==> src/rtl/rvcpu_mem_pkg.sv <==
// Shared load/store encodings, FSM state codes and access-size helpers for the MEM stage.
package rvcpu_mem_pkg;

    localparam logic [2:0] LD_NONE = 3'd0;
    localparam logic [2:0] LD_LB   = 3'd1;
    localparam logic [2:0] LD_LBU  = 3'd2;
    localparam logic [2:0] LD_LH   = 3'd3;
    localparam logic [2:0] LD_LHU  = 3'd4;
    localparam logic [2:0] LD_LW   = 3'd5;
    localparam logic [2:0] LD_LWU  = 3'd6;
    localparam logic [2:0] LD_LD   = 3'd7;

    localparam logic [2:0] ST_NONE = 3'd0;
    localparam logic [2:0] ST_SB   = 3'd1;
    localparam logic [2:0] ST_SH   = 3'd2;
    localparam logic [2:0] ST_SW   = 3'd3;
    localparam logic [2:0] ST_SD   = 3'd4;

    localparam logic [0:0] S_IDLE = 1'b0;
    localparam logic [0:0] S_WAIT = 1'b1;

    localparam logic [1:0] SZ_B = 2'd0;
    localparam logic [1:0] SZ_H = 2'd1;
    localparam logic [1:0] SZ_W = 2'd2;
    localparam logic [1:0] SZ_D = 2'd3;

    // Offset bits that remain meaningful for a naturally aligned access of this size.
    function automatic logic [2:0] align_mask(input logic [1:0] sz);
        case (sz)
            SZ_B:    align_mask = 3'b111;
            SZ_H:    align_mask = 3'b110;
            SZ_W:    align_mask = 3'b100;
            default: align_mask = 3'b000;
        endcase
    endfunction

    function automatic logic [1:0] load_size(input logic [2:0] ctrl);
        case (ctrl)
            LD_LB, LD_LBU: load_size = SZ_B;
            LD_LH, LD_LHU: load_size = SZ_H;
            LD_LW, LD_LWU: load_size = SZ_W;
            default:       load_size = SZ_D;
        endcase
    endfunction

    function automatic logic [1:0] store_size(input logic [2:0] ctrl);
        case (ctrl)
            ST_SB:   store_size = SZ_B;
            ST_SH:   store_size = SZ_H;
            ST_SW:   store_size = SZ_W;
            default: store_size = SZ_D;
        endcase
    endfunction

    function automatic logic [7:0] be_base(input logic [1:0] sz);
        case (sz)
            SZ_B:    be_base = 8'h01;
            SZ_H:    be_base = 8'h03;
            SZ_W:    be_base = 8'h0F;
            default: be_base = 8'hFF;
        endcase
    endfunction

endpackage

==> src/rtl/mem_load_align.sv <==
// Load data alignment: shift the addressed lane down, truncate to access size, sign/zero extend.
module mem_load_align
    import rvcpu_mem_pkg::*;
#(
    parameter int XLEN = 64
) (
    input  logic [XLEN-1:0] rdata,
    input  logic [2:0]      off,
    input  logic [2:0]      dm_rd_ctrl,
    output logic [XLEN-1:0] data
);

    logic [XLEN-1:0] sh;

    assign sh = rdata >> {off, 3'b000};

    always_comb begin
        data = '0;
        case (dm_rd_ctrl)
            LD_LB:   data = {{(XLEN-8){sh[7]}}, sh[7:0]};
            LD_LBU:  data = {{(XLEN-8){1'b0}}, sh[7:0]};
            LD_LH:   data = {{(XLEN-16){sh[15]}}, sh[15:0]};
            LD_LHU:  data = {{(XLEN-16){1'b0}}, sh[15:0]};
            LD_LW:   data = {{(XLEN-32){sh[31]}}, sh[31:0]};
            LD_LWU:  data = {{(XLEN-32){1'b0}}, sh[31:0]};
            LD_LD:   data = sh;
            default: data = '0;
        endcase
    end

endmodule

==> src/rtl/pipeline_mem_stage.sv <==
// RV64 MEM stage: dmem request/ready handshake, load alignment, upstream stall, MEM/WB register.
// Optional misaligned-access trap flag enabled by defining MEM_MISALIGN_CHECK_EN.
module pipeline_mem_stage
    import rvcpu_mem_pkg::*;
#(
    parameter int XLEN = 64,
    parameter int BE_W = XLEN / 8
) (
    input  logic            clk,
    input  logic            reset,
    input  logic [XLEN-1:0] pc_out,
    input  logic [XLEN-1:0] alu_result_EX,
    input  logic [XLEN-1:0] reg_data2_MEM,
    input  logic [4:0]      rd_MEM,
    input  logic            rf_wr_en_EX,
    input  logic [1:0]      rf_wr_sel_EX,
    input  logic [2:0]      dm_rd_ctrl_EX,
    input  logic [2:0]      dm_wr_ctrl_EX,
    input  logic            dmem_ready,
    input  logic [XLEN-1:0] dmem_rdata,
    output logic            dmem_req,
    output logic            dmem_we,
    output logic [XLEN-1:0] dmem_addr,
    output logic [XLEN-1:0] dmem_wdata,
    output logic [BE_W-1:0] dmem_be,
    output logic            stall_MEM,
    output logic [XLEN-1:0] pc_WB,
    output logic [XLEN-1:0] alu_result_WB,
    output logic [XLEN-1:0] mem_rdata_WB,
    output logic [4:0]      rd_WB,
    output logic            rf_wr_en_WB,
    output logic [1:0]      rf_wr_sel_WB,
    output logic            misalign_MEM
);

    logic            is_store;
    logic            is_load;
    logic            mem_raw;
    logic            misalign;
    logic            mem_op;
    logic [1:0]      sz;
    logic [2:0]      off;
    logic [2:0]      eff_off;
    logic [XLEN-1:0] ld_data;
    logic [0:0]      state;
    logic [0:0]      state_nxt;

    // Store codes 5-7 are not stores; a valid store overrides any simultaneous load.
    assign is_store = (dm_wr_ctrl_EX >= ST_SB) && (dm_wr_ctrl_EX <= ST_SD);
    assign is_load  = (dm_rd_ctrl_EX != LD_NONE) && !is_store;
    assign mem_raw  = is_store || is_load;
    assign sz       = is_store ? store_size(dm_wr_ctrl_EX) : load_size(dm_rd_ctrl_EX);
    assign off      = alu_result_EX[2:0];

`ifdef MEM_MISALIGN_CHECK_EN
    assign misalign = mem_raw && ((off & ~align_mask(sz)) != 3'b000);
    assign eff_off  = off;
`else
    // Without the check, low offset bits below natural alignment are silently dropped.
    assign misalign = 1'b0;
    assign eff_off  = off & align_mask(sz);
`endif

    assign mem_op    = mem_raw && !misalign;
    assign dmem_req  = mem_op;
    assign dmem_we   = is_store && mem_op;
    assign stall_MEM = mem_op && !dmem_ready;
    assign dmem_addr = {alu_result_EX[XLEN-1:3], 3'b000};
    assign dmem_be   = dmem_we ? BE_W'(be_base(sz) << eff_off) : '0;

    always_comb begin
        dmem_wdata = '0;
        case (dm_wr_ctrl_EX)
            ST_SB:   dmem_wdata = {(XLEN/8){reg_data2_MEM[7:0]}};
            ST_SH:   dmem_wdata = {(XLEN/16){reg_data2_MEM[15:0]}};
            ST_SW:   dmem_wdata = {(XLEN/32){reg_data2_MEM[31:0]}};
            ST_SD:   dmem_wdata = reg_data2_MEM;
            default: dmem_wdata = '0;
        endcase
    end

    mem_load_align #(.XLEN(XLEN)) u_align (
        .rdata      (dmem_rdata),
        .off        (eff_off),
        .dm_rd_ctrl (dm_rd_ctrl_EX),
        .data       (ld_data)
    );

    // The handshake outputs are purely combinational; the state only tracks an outstanding request.
    always_comb begin
        state_nxt = state;
        case (state)
            S_IDLE:  if (mem_op && !dmem_ready) state_nxt = S_WAIT;
            default: if (dmem_ready) state_nxt = S_IDLE;
        endcase
    end

    always_ff @(posedge clk) begin
        if (reset) begin
            state         <= S_IDLE;
            pc_WB         <= '0;
            alu_result_WB <= '0;
            mem_rdata_WB  <= '0;
            rd_WB         <= '0;
            rf_wr_en_WB   <= 1'b0;
            rf_wr_sel_WB  <= '0;
            misalign_MEM  <= 1'b0;
        end else begin
            state <= state_nxt;
            if (stall_MEM) begin
                rd_WB        <= '0;
                rf_wr_en_WB  <= 1'b0;
                misalign_MEM <= 1'b0;
            end else begin
                pc_WB         <= pc_out;
                alu_result_WB <= alu_result_EX;
                mem_rdata_WB  <= (is_load && !misalign) ? ld_data : '0;
                rd_WB         <= rd_MEM;
                rf_wr_en_WB   <= rf_wr_en_EX && !misalign;
                rf_wr_sel_WB  <= rf_wr_sel_EX;
                misalign_MEM  <= misalign;
            end
        end
    end

endmodule

==> config.mk <==
export PLATFORM = sky130hd
export DESIGN_NAME = pipeline_mem_stage
export DESIGN_NICKNAME = d
export VERILOG_FILES = /design/src/rtl/rvcpu_mem_pkg.sv /design/src/rtl/mem_load_align.sv /design/src/rtl/pipeline_mem_stage.sv
export SDC_FILE = /design/constraint.sdc
export NUM_CORES = 1
export LEC_CHECK = 0
export CAP_MARGIN = 0
export CORE_AREA = 8 8 232 234
export CTS_CLUSTER_DIAMETER = 120
export DETAILED_ROUTE_END_ITERATION = 12
export DIE_AREA = 0 0 240 242
export PLACE_DENSITY = 0.55
export SYNTH_ARGS = -nofsm -noshare
export SYNTH_HDL_FRONTEND = slang
export SYNTH_SLANG_ARGS = --single-unit
==> constraint.sdc <==
create_clock -name clk -period 8 [get_ports clk]
set_clock_uncertainty 0.15 [all_clocks]
set_input_delay 0.8 -clock clk [delete_from_list [all_inputs] [get_ports clk]]
set_output_delay 0.8 -clock clk [all_outputs]
set_load 0.05 [all_outputs]
# Word level (Yosys, flattened, before mapping)
# Cells that the tools add are included.
dict set report totals {
  reg_bits 200
  in_bits 273
  out_inout_bits 340
  wordCells 46
}
dict set report op_classes {
  magnitude_cmp 2
  n_eq_ne 13
  shifts 2
  n_mux 9
  n_bitwise 1
  n_reduce_logical 13
}
# op count
set ops {}
lappend ops {{64-bit case mux with 7 select lines} 1}
lappend ops {{64-bit case mux with 4 select lines} 1}
lappend ops {{64-bit 2-to-1 mux} 1}
lappend ops {{64-bit by 6-bit >> shifter with 64-bit output} 1}
lappend ops {{8-bit case mux with 3 select lines} 1}
lappend ops {{3-bit equality test, second input constant} 5}
lappend ops {{3-bit by 2-bit equality test with 1-bit output, second input constant} 4}
lappend ops {{2-bit case mux with 3 select lines} 2}
lappend ops {{3-bit case mux with 3 select lines} 1}
lappend ops {{8-bit 2-to-1 mux} 1}
lappend ops {{2-bit OR reduction} 4}
lappend ops {{8-bit by 3-bit left shift with 8-bit output} 1}
lappend ops {{3-bit by 1-bit equality test with 1-bit output, second input constant} 2}
lappend ops {{1-bit logical AND} 4}
lappend ops {{3-bit AND} 1}
lappend ops {{3-bit by 1-bit greater-or-equal comparator with 1-bit output, second input constant} 1}
lappend ops {{3-bit <= comparator, second input constant} 1}
lappend ops {{3-bit nonzero test} 1}
lappend ops {{2-bit by 1-bit equality test with 1-bit output, second input constant} 1}
lappend ops {{2-bit equality test, second input constant} 1}
lappend ops {{1-bit zero test} 2}
lappend ops {{2-bit zero test} 1}
lappend ops {{2-bit 2-to-1 mux} 1}
lappend ops {{1-bit logical OR} 1}

# Depth between registers and ports, before layout
dict set report depth {
  word_depth 10
  ltp_mapped 12
  depth_no_buf 8
}

# Hierarchy
# Synthesis repeated with hierarchy kept, for this count alone.
dict set report hier_totals {
  cells_unflattened 1501
  hier_area_um2 12189.2
}
# module n_inst cells_per_inst area_per_inst_um2 seq_area_each_um2
set by_module_without_submodules {}
lappend by_module_without_submodules {pipeline_mem_stage 1 1174 9948.3 4003.8}
lappend by_module_without_submodules {mem_load_align 1 327 2240.9 0.0}

# Worst setup path before layout
# OpenSTA, ideal clock, no wires.
dict set report synth_timing {
  path_type {input -> output}
  from {in dm_wr_ctrl_EX[2]}
  to {out dmem_be[0]}
  arrival_time_ns 3.451
  required_ns 7.050
  path_slack_ns 3.599
  stages 7
  n_path_buf 3
  path_cell_list {buf_4 > or3b_1 > nand2_1 > nor2_1 > buf_2 > clkbuf_1 > nor4_1}
}
dict set report synth_between {
  elab_chain_len 8
  word_cells_on_any_way 20
  classes_between {order compare (2); eq/ne (5); shift (1); mux (5); bitwise (1); reduce/logical (6)}
}
# item line_no
set synth_rtl {}
lappend synth_rtl {{start, declared} pipeline_mem_stage.sv:18} ;# input logic [2:0] dm_wr_ctrl_EX,
lappend synth_rtl {{3-bit by 1-bit greater-or-equal comparator with 1-bit output, or another cell as far along} pipeline_mem_stage.sv:49} ;# assign is_store = (dm_wr_ctrl_EX >= ST_SB) && (dm_wr_ctrl_EX <= ST_SD);
lappend synth_rtl {{1-bit logical AND / 2-bit case mux with 3 select lines (equally long branches)} {pipeline_mem_stage.sv:49, rvcpu_mem_pkg.sv:47}}
lappend synth_rtl {{2-bit 2-to-1 mux} pipeline_mem_stage.sv:52} ;# assign sz = is_store ? store_size(dm_wr_ctrl_EX) : load_size(dm_rd_ctrl_EX);
lappend synth_rtl {{2-bit equality test, or another cell as far along} {rvcpu_mem_pkg.sv:29, rvcpu_mem_pkg.sv:56}}
lappend synth_rtl {{3-bit case mux with 3 select lines} rvcpu_mem_pkg.sv:29} ;# case (sz)
lappend synth_rtl {{3-bit AND} pipeline_mem_stage.sv:61} ;# assign eff_off = off & align_mask(sz);
lappend synth_rtl {{8-bit by 3-bit left shift with 8-bit output} pipeline_mem_stage.sv:69} ;# assign dmem_be = dmem_we ? BE_W'(be_base(sz) << eff_off) : '0;
lappend synth_rtl {{8-bit 2-to-1 mux (*)} pipeline_mem_stage.sv:69}
lappend synth_rtl {{end, declared} pipeline_mem_stage.sv:25} ;# output logic [BE_W-1:0] dmem_be,
# Mark *: on every way between the ends. The rest lies on a longest branch, timed or not.

# Worst setup path after layout
dict set report layout_timing {
  from {in dm_wr_ctrl_EX[0]}
  to {out dmem_wdata[46]}
}
dict set report layout_between {
  elab_chain_len 2
  word_cells_on_any_way 5
  classes_between {eq/ne (4); mux (1)}
}
# item line_no
set layout_rtl {}
lappend layout_rtl {{3-bit equality test, or another cell as far along} pipeline_mem_stage.sv:73} ;# case (dm_wr_ctrl_EX)
lappend layout_rtl {{64-bit case mux with 4 select lines (*)} pipeline_mem_stage.sv:73}
lappend layout_rtl {{end, declared} pipeline_mem_stage.sv:24} ;# output logic [XLEN-1:0] dmem_wdata,
# Marked as above.

==> results.json <==
{
  "status": "completed",
  "netlist_area_um2": 10890,
  "synth.distinct_cells": 77,
  "drcViolationCount": 0,
  "initial_core_util_pct": 21.58,
  "synthMuxAreaShare_pct": 7.928,
  "synthTopCellsByArea": "dfxtp_1 (37%), nand2_1 (13%), a21oi_1 (7.9%)",
  "cp-start-kind": "input pin",
  "grt_max_degree": 104,
  "dp_hpwl_um": 45940,
  "rsz0062_at_grt": "false",
  "synth_compound_area_share_pct": 26.51,
  "ctsLongestPathBuffers": 2,
  "ys_warn_count": 0,
  "cpMostUsedCell": "clkdlybuf4s50_1",
  "async_flop_share_pct": 0,
  "design.core.area_um2": 50470,
  "dieArea_um2": 58080,
  "grt_pass1_wl_um": 83230,
  "synthXorXnorAreaFrac_pct": 0.3332,
  "drt-wirelength-per-cell_um": 22.98,
  "place_inst": 2511,
  "grtUsageMet2_pct": 30.69,
  "ys.flop_type": "dfxtp_1",
  "yosys.area.top_type_share_pct": 36.77,
  "crit_type": "input pin to primary output",
  "synth_top_family_by_area": "compound AO/OA/AOI/OAI gates",
  "cellLeakagePower_nw": 6.656,
  "drv_slew": 0,
  "finalHoldViolations": 0,
  "relSlewSlack_pct": 18.99,
  "slowest_stage": "clkdlybuf4s50_1",
  "gr-usage-all-layers_pct": 19.16,
  "fmax_mhz": 176.7,
  "ctsHoldBuffers": 0,
  "cts_resized": 0,
  "drtIter0Drc": 965,
  "rows": 83,
  "power.density_nw_per_um2": 176.0,
  "crit_chain": "clkdlybuf4s50_1, clkinv_1, nor2_1, buf_4, a22oi_1, o21ai_0, clkdlybuf4s50_1",
  "ios": 613,
  "die_height_um": 242,
  "cts_tree": "built",
  "firstDrtPassIters": 5,
  "clk_latency_ps": 480,
  "post_cts_buffers": 0,
  "antenna_found_initial": 9,
  "totalWireLength_um": 58610,
  "portBuffers": 608,
  "fin_nets": 2123,
  "antenna_left": 0,
  "cp_data_required_time_ps": 7050,
  "vias": 12190,
  "htreeDepth": 4,
  "overflow": 0,
  "final_common_cell": "clkdlybuf4s50_1",
  "crit_path_end_kind": "primary output",
  "cts-root-buf": "clkbuf_16",
  "grt_pass1_vias": 12060,
  "gr-usage-met1_pct": 23.16,
  "maxCapViolations": 0,
  "synth_adder_area_share_pct": 0,
  "finalSetupTns_ps": 0,
  "yosysTopAreaCell": "dfxtp_1",
  "fin_crit_ps": 5660,
  "ys_ff_latch": 200,
  "area_delta_synth_final_pct": 61.46,
  "routed_via_density": 4.781,
  "drive_above_1_share_pct": 4.938,
  "busiest_layer": "met2",
  "dieWidth_um": 240,
  "cts.clk_slew.worst_paths_ps": 80,
  "setup_viol": 0,
  "synthCells": 1385,
  "grtUsageMet3_pct": 6.290,
  "worst-path-max-fanout": 20,
  "numCtsBuffers": 17,
  "synth_edf_count": 0,
  "tightest_slew_ps": 1213,
  "finalNonFillerCells": 2550,
  "cts_sinks": 200,
  "seq_area_frac_synth_pct": 36.77,
  "crit_arrival_ps": 4710,
  "fin_crit_sh_pct": 70.75,
  "final_cell_mix": "clkdlybuf4s50_1 (606), nand2_1 (364), dfxtp_1 (200)",
  "synthSimpleGateAreaFrac_pct": 19.06,
  "gp_congestion": 0.9087,
  "hold_class": "register to register",
  "max_stage_delay_ps": 1010,
  "syn_area_per_cell_um2": 7.862,
  "vdd_drop_max_mv": 0.1489
}
cells in the mapped netlist, drive strengths merged, types with 3 or more instances:
master   count
a211oi       6
a21boi       7
a21o        19
a21oi      171
a221o        7
a221oi      44
a22oi       25
a2bb2oi     22
a311o        5
and2        15
buf         99
clkbuf      80
dfxtp      200
inv          4
mux2         7
mux2i       78
nand2      366
nand2b       4
nand3       19
nand3b       9
nor2        39
nor2b       13
nor3         8
nor4         4
o211ai       7
o21ai       70
o221ai       3
o22ai       11
o31ai        9
or2          3
routing by layer:
| metal | part of all wire (%) | vias to the layer above |
|---|---|---|
| met3 | 8.7 | 73 |
| met2 | 47 | 557 |
| met1 | 41 | 5789 |
| li1 | - | 5771 |
| met5 | 0.015 | - |
| met4 | 3.0 | 2 |
logic make-up after synthesis:
kind of cell / after synthesis
compound gates: 425
simple gates: 488
mux: 85
other cells: 1
flops: 200
buf+inv: 184
xor+xnor: 2
power breakdown:
group          internal (W)  total (W)  switching [W]
Combinational      0.000397    0.00111       0.000712
Sequential          0.00105    0.00108      0.0000293
Clock              0.000453   0.000908       0.000455
flip-flops by register name, summed over array words and instances (netlist names):
| name | count |
|---|---|
| alu_result_WB | 64 |
| mem_rdata_WB | 64 |
| pc_WB | 64 |
| rd_WB | 5 |
| rf_wr_sel_WB | 2 |
| rf_wr_en_WB | 1 |
worst paths after layout:
kind	slack, ps	startpoint	endpoint	cells after the start
setup / recovery	2340	dm_wr_ctrl_EX[0]	dmem_wdata[46]	7
hold / removal	300	alu_result_WB[15]	alu_result_WB[15]	2
setup reg to reg	6760	mem_rdata_WB[47]	mem_rdata_WB[47]	4
hold reg to reg	300	alu_result_WB[15]	alu_result_WB[15]	2
cell type report:
| cell class | count | area, um2 |
|---|---|---|
| well taps | 680 | 850.8 |
| clock buffers | 18 | 439.2 |
| fillers | 5279 | 32890 |
| clock inverters | 14 | 160.2 |
| repair buffers | 622 | 6187 |
| inverters | 5 | 23.77 |
| flip-flops and latches | 200 | 4004 |
| diodes | 7 | 17.52 |
| multi-input cells | 1004 | 5899 |
metrics by stage:
stage	setup slack, ps	utilization, %	area (um2)	hold WS, ps	total power [W]
finish	2340	34.84	17580	301.4	0.003094
global route	2240	34.83	17580	318.3	0.003226
CTS	2412	34.80	17560	304.1	0.003140
detailed placement	2233	33.61	16970	292.2	0.002208
global placement	2357	33.61	16970	287.1	0.002206
floorplan	3599	-	10900	521.0	0.001765
worst max-delay path: cells and delay by family:
family	cells	cell delay [ps]
buffers and inverters	4	2870
AOI/OAI and AO/OA	2	770
and+or+nand+nor	1	240
Note: power is estimated with default switching activity, not from simulation.
